### src/rtl/fetch_unit_if.sv
// Fetch-stage bus: memory request/response, decoder redirect and instruction buffer head.
// master = fetch unit, slave = memory/decoder side.
interface fetch_unit_if;
    logic        mem_valid;
    logic [31:0] mem_addr;
    logic        mem_ready;
    logic        mem_rsp_valid;
    logic        mem_rsp_error;
    logic [31:0] mem_rsp_data;
    logic        redirect_valid;
    logic [31:0] redirect_pc;
    logic        inst_valid;
    logic        inst_ready;
    logic [31:0] inst_pc;
    logic [31:0] inst_data;
    logic        inst_error;

    modport master (
        output mem_valid, mem_addr, inst_valid, inst_pc, inst_data, inst_error,
        input  mem_ready, mem_rsp_valid, mem_rsp_error, mem_rsp_data,
               redirect_valid, redirect_pc, inst_ready
    );

    modport slave (
        input  mem_valid, mem_addr, inst_valid, inst_pc, inst_data, inst_error,
        output mem_ready, mem_rsp_valid, mem_rsp_error, mem_rsp_data,
               redirect_valid, redirect_pc, inst_ready
    );
endinterface

### src/rtl/fetch_unit.sv
// Instruction fetch: sequential PCs, accept at t -> response t+1 -> decoder sees it at t+2.
// Issue stalls while in-flight + buffered reaches FIFO_DEPTH; responses are never backpressured.
module fetch_unit #(
    parameter logic [31:0] RESET_PC   = 32'h0000_0000,
    parameter int          FIFO_DEPTH = 4
) (
    input  logic         clk,
    input  logic         rst_n,
    fetch_unit_if.master bus
);
    localparam int AW = $clog2(FIFO_DEPTH);
    localparam int CW = AW + 1;

    typedef enum logic [1:0] {IDLE, RUN, HALT} state_t;

    state_t        r_state;
    logic [31:0]   r_pc;
    logic [31:0]   r_head_pc;
    logic [AW-1:0] r_rd_ptr;
    logic [AW-1:0] r_wr_ptr;
    logic [CW-1:0] r_count;
    logic [CW-1:0] r_inflight;
    logic [CW-1:0] r_drop;
    logic [31:0]   r_dat [FIFO_DEPTH];
    logic          r_err [FIFO_DEPTH];

    logic [CW:0]   w_occ;
    logic          w_redirect;
    logic [31:0]   w_redirect_pc;
    logic          w_issue;
    logic          w_accept;
    logic          w_push;
    logic          w_pop;
    logic [CW-1:0] w_rsp_cnt;

    assign w_redirect    = bus.redirect_valid;
    assign w_redirect_pc = {bus.redirect_pc[31:2], 2'b00};
    assign w_occ         = {1'b0, r_inflight} + {1'b0, r_count};
    assign w_issue       = (r_state == RUN) && !w_redirect && (w_occ < (CW+1)'(FIFO_DEPTH));
    assign w_accept      = w_issue && bus.mem_ready;
    // Responses still owed to a pre-redirect request are swallowed while r_drop is non-zero.
    assign w_push        = bus.mem_rsp_valid && !w_redirect && (r_drop == '0);
    assign w_pop         = (r_count != '0) && bus.inst_ready && !w_redirect;
    assign w_rsp_cnt     = CW'(bus.mem_rsp_valid);

    assign bus.mem_valid  = w_issue;
    assign bus.mem_addr   = r_pc;
    assign bus.inst_valid = (r_count != '0);
    assign bus.inst_pc    = r_head_pc;
    assign bus.inst_data  = r_dat[r_rd_ptr];
    assign bus.inst_error = r_err[r_rd_ptr];

    always_ff @(posedge clk or negedge rst_n) begin
        if (!rst_n) begin
            r_state    <= IDLE;
            r_pc       <= RESET_PC;
            r_head_pc  <= RESET_PC;
            r_rd_ptr   <= '0;
            r_wr_ptr   <= '0;
            r_count    <= '0;
            r_inflight <= '0;
            r_drop     <= '0;
        end else if (w_redirect) begin
            r_state    <= RUN;
            r_pc       <= w_redirect_pc;
            r_head_pc  <= w_redirect_pc;
            r_rd_ptr   <= '0;
            r_wr_ptr   <= '0;
            r_count    <= '0;
            r_inflight <= r_inflight - w_rsp_cnt;
            r_drop     <= r_inflight - w_rsp_cnt;
        end else begin
            case (r_state)
                IDLE:    r_state <= RUN;
                RUN:     if (w_push && bus.mem_rsp_error) r_state <= HALT;
                default: r_state <= r_state;
            endcase
            if (w_accept) begin
                r_pc <= r_pc + 32'd4;
            end
            r_inflight <= r_inflight + CW'(w_accept) - w_rsp_cnt;
            if (bus.mem_rsp_valid && (r_drop != '0)) begin
                r_drop <= r_drop - CW'(1);
            end
            if (w_push) begin
                r_wr_ptr <= r_wr_ptr + AW'(1);
            end
            if (w_pop) begin
                r_rd_ptr  <= r_rd_ptr + AW'(1);
                r_head_pc <= r_head_pc + 32'd4;
            end
            r_count <= r_count + CW'(w_push) - CW'(w_pop);
        end
    end

    always_ff @(posedge clk) begin
        if (w_push) begin
            r_dat[r_wr_ptr] <= bus.mem_rsp_data;
            r_err[r_wr_ptr] <= bus.mem_rsp_error;
        end
    end
endmodule
### src/flat_wrapper.sv
// flat-port wrapper written by rule: the top's interface ports become plain ports
module fetch_unit_flat 
#(
    parameter logic [31:0] RESET_PC   = 32'h0000_0000,
    parameter int          FIFO_DEPTH = 4
)
  (clk, rst_n, bus_mem_valid, bus_mem_addr, bus_inst_valid, bus_inst_pc, bus_inst_data, bus_inst_error, bus_mem_ready, bus_mem_rsp_valid, bus_mem_rsp_error, bus_mem_rsp_data, bus_redirect_valid, bus_redirect_pc, bus_inst_ready);
  fetch_unit_if bus_i ();
  input  logic clk;
  input  logic rst_n;
  output wire logic [$bits(bus_i.mem_valid)-1:0] bus_mem_valid;
  output wire logic [$bits(bus_i.mem_addr)-1:0] bus_mem_addr;
  output wire logic [$bits(bus_i.inst_valid)-1:0] bus_inst_valid;
  output wire logic [$bits(bus_i.inst_pc)-1:0] bus_inst_pc;
  output wire logic [$bits(bus_i.inst_data)-1:0] bus_inst_data;
  output wire logic [$bits(bus_i.inst_error)-1:0] bus_inst_error;
  input wire logic [$bits(bus_i.mem_ready)-1:0] bus_mem_ready;
  input wire logic [$bits(bus_i.mem_rsp_valid)-1:0] bus_mem_rsp_valid;
  input wire logic [$bits(bus_i.mem_rsp_error)-1:0] bus_mem_rsp_error;
  input wire logic [$bits(bus_i.mem_rsp_data)-1:0] bus_mem_rsp_data;
  input wire logic [$bits(bus_i.redirect_valid)-1:0] bus_redirect_valid;
  input wire logic [$bits(bus_i.redirect_pc)-1:0] bus_redirect_pc;
  input wire logic [$bits(bus_i.inst_ready)-1:0] bus_inst_ready;
  assign bus_mem_valid = bus_i.mem_valid;
  assign bus_mem_addr = bus_i.mem_addr;
  assign bus_inst_valid = bus_i.inst_valid;
  assign bus_inst_pc = bus_i.inst_pc;
  assign bus_inst_data = bus_i.inst_data;
  assign bus_inst_error = bus_i.inst_error;
  assign bus_i.mem_ready = bus_mem_ready;
  assign bus_i.mem_rsp_valid = bus_mem_rsp_valid;
  assign bus_i.mem_rsp_error = bus_mem_rsp_error;
  assign bus_i.mem_rsp_data = bus_mem_rsp_data;
  assign bus_i.redirect_valid = bus_redirect_valid;
  assign bus_i.redirect_pc = bus_redirect_pc;
  assign bus_i.inst_ready = bus_inst_ready;
  fetch_unit #(.RESET_PC(RESET_PC), .FIFO_DEPTH(FIFO_DEPTH)) u_core (.clk(clk), .rst_n(rst_n), .bus(bus_i));
endmodule
### config.mk
export PLATFORM = sky130hd
export DESIGN_NAME = fetch_unit_flat
export DESIGN_NICKNAME = d
export VERILOG_FILES = /design/src/rtl/fetch_unit_if.sv /design/src/rtl/fetch_unit.sv /design/src/flat_wrapper.sv
export SDC_FILE = /design/constraint.sdc
export NUM_CORES = 1
export LEC_CHECK = 0
export CAP_MARGIN = 15
export CORE_MARGIN = 5
export CORE_UTILIZATION = 53
export CTS_CLUSTER_SIZE = 40
export DETAILED_ROUTE_END_ITERATION = 8
export GPL_TIMING_DRIVEN = 1
export MAX_ROUTING_LAYER = met4
export PLACE_DENSITY = 0.83
export REMOVE_ABC_BUFFERS = 1
export SYNTH_ARGS = -nofsm -noshare
export SYNTH_HDL_FRONTEND = slang
export SYNTH_SLANG_ARGS = --single-unit
### constraint.sdc
create_clock -name clk -period 3.15 [get_ports clk]
set_input_delay 0.945 -clock clk [delete_from_list [all_inputs] [get_ports clk]]
set_output_delay 0.945 -clock clk [all_outputs]
set_load 0.02 [all_outputs]
==> impl_metrics.toml, run 1 <==
[run_status]
outcome = "finished clean"

[routing]
wire_per_inst_um = 20.8
vias = 6254
route.detailed.drc = 0
drtIter0Drc = 414
drt-pass1-iter-count = 5
finalWirelength_um = 22200
via_per_inst = 5.87
ant_nets = 0

[cts]
cts_buffer_depth = 3
clock_sinks = 207
cts_resized = 30
cts_setup_buffers = 0
clk_pin_slew_ps = 60
numCtsBuffers = 22
tritoncts = "done"
clockRootBuffer = "clkbuf_16"
h-tree-depth = 1
cts_hold_buf = 0
clock_latency_ps = 490

[critical_path]
worst-r2r-cell-count = 8
start_kind = "register"
required_ps = 2200
critical_path_class = "register to output port"
slowest_delay_ps = 560
endpoint_kind = "output port"
cp.depth = 3
slowest_stage = "clkdlybuf4s50_1"
crit_family = "buffers and inverters"
path_cells = "buf_4 > mux4_2 > clkdlybuf4s50_1"
crit_buf_inv = 2
arrival_ps = 2130
crit_fanout = 6

[timing]
hold_viol = 0
setup_tns_ps = 0
rsz0062_at_grt = "no"
clock-skew-final_ps = 14.1
period_minus_slack_ps = 3080
setup_viol = 0
slew_headroom = 0.379
fmax_ghz = 0.325
drv_slew = 0
setup_slack_ps = 72.1
hold_ws_ps = 471
tightest_slew_ps = 929
final.period_utilization = 0.977

[yosys]
synth_cell_types = 53
ys_seq_area_frac = 0.636
syn_area_per_cell_sq_um = 14.3
synth_top_family_by_area = "simple AND/OR/NAND/NOR gates"
synth_mux_area_frac = 0.107
ys.warnings.count = 0
synthCells = 643
synth_async_sr_flop_share = 0.362
synthSimpleGateAreaFrac = 0.115
yosys.area_share.adder = 0.0262
synth_edf_count = 132
synth_compound_area_frac = 0.0469
synthFlopType = "edfxtp_1"
synth.ff_latch_count = 207
syn_area_sq_um = 9180
synth_xor_area_frac = 0.0439

[power]
total_power_mw = 8.22
leakage_nw = 4.43
ir_drop_v = 0.000484
power_density_nw_per_um2 = 688

[grt]
gr-total-overflow = 0
globalRouteTotalUtil = 0.227
grt_max_degree = 65
grt_pass1_vias = 6427
grt_pass1_wl_um = 35000
antenna_found_initial = 0

[layout]
drive_gt1_frac = 0.144
area_delta_synth_final_pct = 30.1
antenna_cells = 0
layout_common_cells = "edfxtp_1, clkdlybuf4s50_1, dfrtp_1"
layout_commonest_cell = "edfxtp_1"
nets = 914
fin_area_sq_um = 11900

[die]
rows = 48
die_area_sq_um = 20100
fp.dieH_um = 142
io_pins = 170
initial_core_util = 0.535
die-width_um = 142
core_sq_um = 17200

[placed_design]
dp_slack_ps = -34.2
portBuffers = 163
gp_congestion = 0.946
hpwl_um = 15200
placed_area_sq_um = 11200

[min_path]
hold_path_class = "input port to asynchronous set/reset pin"

[job]
drv_cap = 0
-- report_power, final --
part	internal (mW)	switching [mW]
combinational	1.02	1.14
sequential	3.12	0.247
clock	1.69	1.01
total	5.82	2.40
-- per-stage QoR --
step | std cells | util
6_report | 1066 | 0.696
5_1_grt | 1066 | 0.696
4_1_cts | 1066 | 0.696
3_5_place_dp | 1026 | 0.653
3_3_place_gp | 1026 | 0.653
2_1_floorplan | 615 | -
-- per-layer routing --
layer  GRT usage  up-vias  wire length [um]
li1            -     2778                 -
met1       0.309     3104              8980
met2       0.359      331             10600
met3      0.0404       41              2110
met4      0.0586        0               492
met5           -        -                 0
-- synthesized netlist by cell type (4+ instances only) --
cell type,number,area share
nand3_1,35,0.019
mux4_2,33,0.081
a21oi_1,10,0.0055
or3_1,4,0.0027
and3_1,12,0.0082
nor2b_1,4,0.0027
and2_1,10,0.0068
o311ai_0,5,0.0048
nor4b_1,4,0.0038
nor2_1,26,0.011
buf_2,7,0.0038
edfxtp_1,132,0.43
xor2_1,29,0.028
ha_1,16,0.022
xnor2_1,17,0.016
dfrtp_1,75,0.20
mux2i_1,6,0.0065
mux2_2,16,0.020
buf_4,6,0.0049
o211ai_1,9,0.0074
o21ai_0,30,0.016
nand2_1,50,0.020
nor3_1,8,0.0044
clkbuf_1,15,0.0061
inv_1,20,0.0082
nand4_1,23,0.016
-- flip-flops by register name, indices dropped and copies added (netlist names) --
name                 flops
u_core.bus.inst_pc      30
u_core.bus.mem_addr     30
u_core.r_count           3
u_core.r_dat           128
u_core.r_drop            3
u_core.r_err             4
u_core.r_inflight        3
u_core.r_rd_ptr          2
u_core.r_state           2
u_core.r_wr_ptr          2
-- cell families (layout without fill, tap and decap cells) --
logic type / after synthesis / in the layout
adders and majority gates: 18 / 18
AOI/OAI and AO/OA: 68 / 68
DFF: 207 / 207
buffers and inverters: 51 / 246
muxes: 55 / 55
xor gates and xnor gates: 46 / 46
and+or+nand+nor: 197 / 197
other: 1 / 4
-- path summary, 6_finish.rpt --
check	start	endpoint	slack, ps
worst min register to register	u_core.r_inflight[2]	u_core.r_inflight[2]	520
max in group asynchronous	rst_n	u_core.bus.inst_pc[22]	1960
worst min-delay path	rst_n	u_core.bus.inst_pc[10]	470
worst max-delay path	u_core.r_rd_ptr[0]	bus_inst_data[20]	70
worst max register to register	u_core.r_count[1]	u_core.bus.mem_addr[6]	660
min in group clk	u_core.r_inflight[2]	u_core.r_inflight[2]	520
-- area by class of cell --
class / count / area, sq um
Clock buffer: 24 / 558
Clock inverter: 16 / 211
Fill cell: 1180 / 5230
Inverter: 20 / 75.1
Multi-Input combinational cell: 388 / 3130
Sequential cell: 207 / 5840
Tap cell: 225 / 282
Timing Repair Buffer: 186 / 1850
Note: power is estimated with default switching activity, not from simulation.
==> run 2, diff against run 1 <==
Settings changed: CORE_UTILIZATION 53 to 40, HOLD_SLACK_MARGIN from default to 0.08, PLACE_DENSITY 0.83 to 0.66.
==> run 2 against run 1 <==
Register-to-register slack gained 100 ps; setup slack gained 35 ps; global-route usage down 5.3 points; via count is 3.3% lower; worst hold slack got worse by 24 ps; first-iteration DRC count decreased by 24%; combinational power about the same; cell area increased by 0.43%; clock-buffer cell count is 7 higher; die area up 30%; critical endpoint is now bus_inst_data[10]; largest power group unchanged; highest routed layer unchanged.
==> impl_metrics.toml, run 2 (synthesis results as in run 1) <==
[layout]
layout_common_cells = "edfxtp_1, clkdlybuf4s50_1, dfrtp_1"
antenna_cells = 0
area_delta_synth_final_pct = 30.7
largest_register_ffs = 128
utilization = 0.530
nets = 920
drive_gt1_frac = 0.145
fin_area_sq_um = 12000
fin_cells = 1133
top_register = "u_core.r_dat"
layout_commonest_cell = "edfxtp_1"
fill_cells = 1935

[routing]
via_per_inst = 5.34
ant_nets = 0
finalWirelength_um = 22300
drt-pass1-iter-count = 4
wire_per_inst_um = 19.7
vias = 6048
drtIter0Drc = 316
route.detailed.drc = 0

[cts]
numCtsBuffers = 24
cts_buffer_depth = 3
clockRootBuffer = "clkbuf_16"
h-tree-depth = 1
cts_setup_buffers = 0
clock_sinks = 207
clock_latency_ps = 500
cts_resized = 31
clk_pin_slew_ps = 60
tritoncts = "done"
cts_hold_buf = 0

[die]
die-width_um = 162
die_area_sq_um = 26100
rows = 55
io_pins = 170
initial_core_util = 0.406
core_sq_um = 22600
fp.dieH_um = 162

[timing]
clock-skew-final_ps = 12.9
tightest_slew_ps = 898
slew_headroom = 0.399
rsz0062_at_grt = "no"
period_minus_slack_ps = 3040
fmax_ghz = 0.329
hold_ws_ps = 448
setup_viol = 0
setup_slack_ps = 107
drv_slew = 0
final.period_utilization = 0.966
hold_viol = 0
setup_tns_ps = 0

[grt]
gr-total-overflow = 0
grt_pass1_wl_um = 35200
globalRouteTotalUtil = 0.174
antenna_found_initial = 0
grt_pass1_vias = 6233
grt_max_degree = 65

[critical_path]
arrival_ps = 2100
critical_path_class = "register to output port"
start_kind = "register"
crit_fanout = 4
path_cells = "buf_4 > mux4_2 > clkdlybuf4s50_1"
endpoint_kind = "output port"
crit_family = "buffers and inverters"
slowest_stage = "clkdlybuf4s50_1"
r2r-start = "u_core.r_count[2]"
startpoint = "u_core.r_rd_ptr[0]"
required_ps = 2200
crit_buf_inv = 2
slowest_delay_ps = 550

[placed_design]
dp_slack_ps = -85.0
portBuffers = 163
gp_congestion = 0.838
dp.cells = 1090
placed_area_sq_um = 11300
hpwl_um = 15100

[power]
leakage_nw = 4.43
total_power_mw = 7.99
ir_drop_v = 0.000345
power_density_nw_per_um2 = 666

[job]
drv_cap = 0

[run_status]
outcome = "finished clean"

[min_path]
hold_path_class = "input port to asynchronous set/reset pin"
## run 2: cell types whose count changed in the layout (fill, tap and decap cells not counted), moves of 2 or more
| cell | before | now |
|---|---|---|
| clkinv_2 | 3 | 5 |
| bufinv_16 | 5 | 0 |
| buf_4 | 16 | 21 |
| clkinv_1 | 6 | 4 |
| and2_2 | 4 | 0 |
| clkbuf_1 | 2 | 6 |
| and2_1 | 6 | 10 |
| clkbuf_16 | 22 | 25 |
## run 2: cell type report
class | instances | area (sq um) | share of cell area
timing repair buffer | 190 | 1880 | 0.157
multi-input combinational | 388 | 3140 | 0.261
clock buffer | 31 | 648 | 0.0540
inverter | 20 | 75.1 | 0.00626
clock inverter | 12 | 63.8 | 0.00532
tap | 285 | 357 | 0.0297
sequential | 207 | 5840 | 0.487
## run 2: worst paths after layout
path | end | slack (ps) | cells past startpoint
setup / recovery | bus_inst_data[10] | 110 | 3
hold / removal | u_core.bus.inst_pc[14] | 450 | 1
setup reg to reg | u_core.bus.mem_addr[17] | 760 | 8
hold reg to reg | u_core.r_inflight[2] | 520 | 1
max in group asynchronous | u_core.bus.mem_addr[30] | 2020 | 2
min in group clk | u_core.r_inflight[2] | 520 | 1
## run 2: layer usage
layer / part of all wire / GRT usage
met3: 0.078 / 0.0523
met2: 0.47 / 0.268
met4: 0.014 / 0.0333
met5: 0 / -
met1: 0.44 / 0.233
## run 2: power breakdown
part / total, mW / internal, mW / switching [mW]
Clock: 2.49 / 1.45 / 1.05
Sequential: 3.35 / 3.12 / 0.236
Combinational: 2.15 / 1.02 / 1.13
## run 2: worst register-to-register path: cells and delay by family, from the launching register on
| kind | cells | cell delay (ps) |
|---|---|---|
| adder cells (fa/ha/maj) | 1 | 230 |
| AND/OR/NAND/NOR | 3 | 780 |
| flip-flops | 1 | 450 |
| multiplexers | 1 | 280 |
| XOR/XNOR | 1 | 130 |
| buffers and inverters | 2 | 390 |
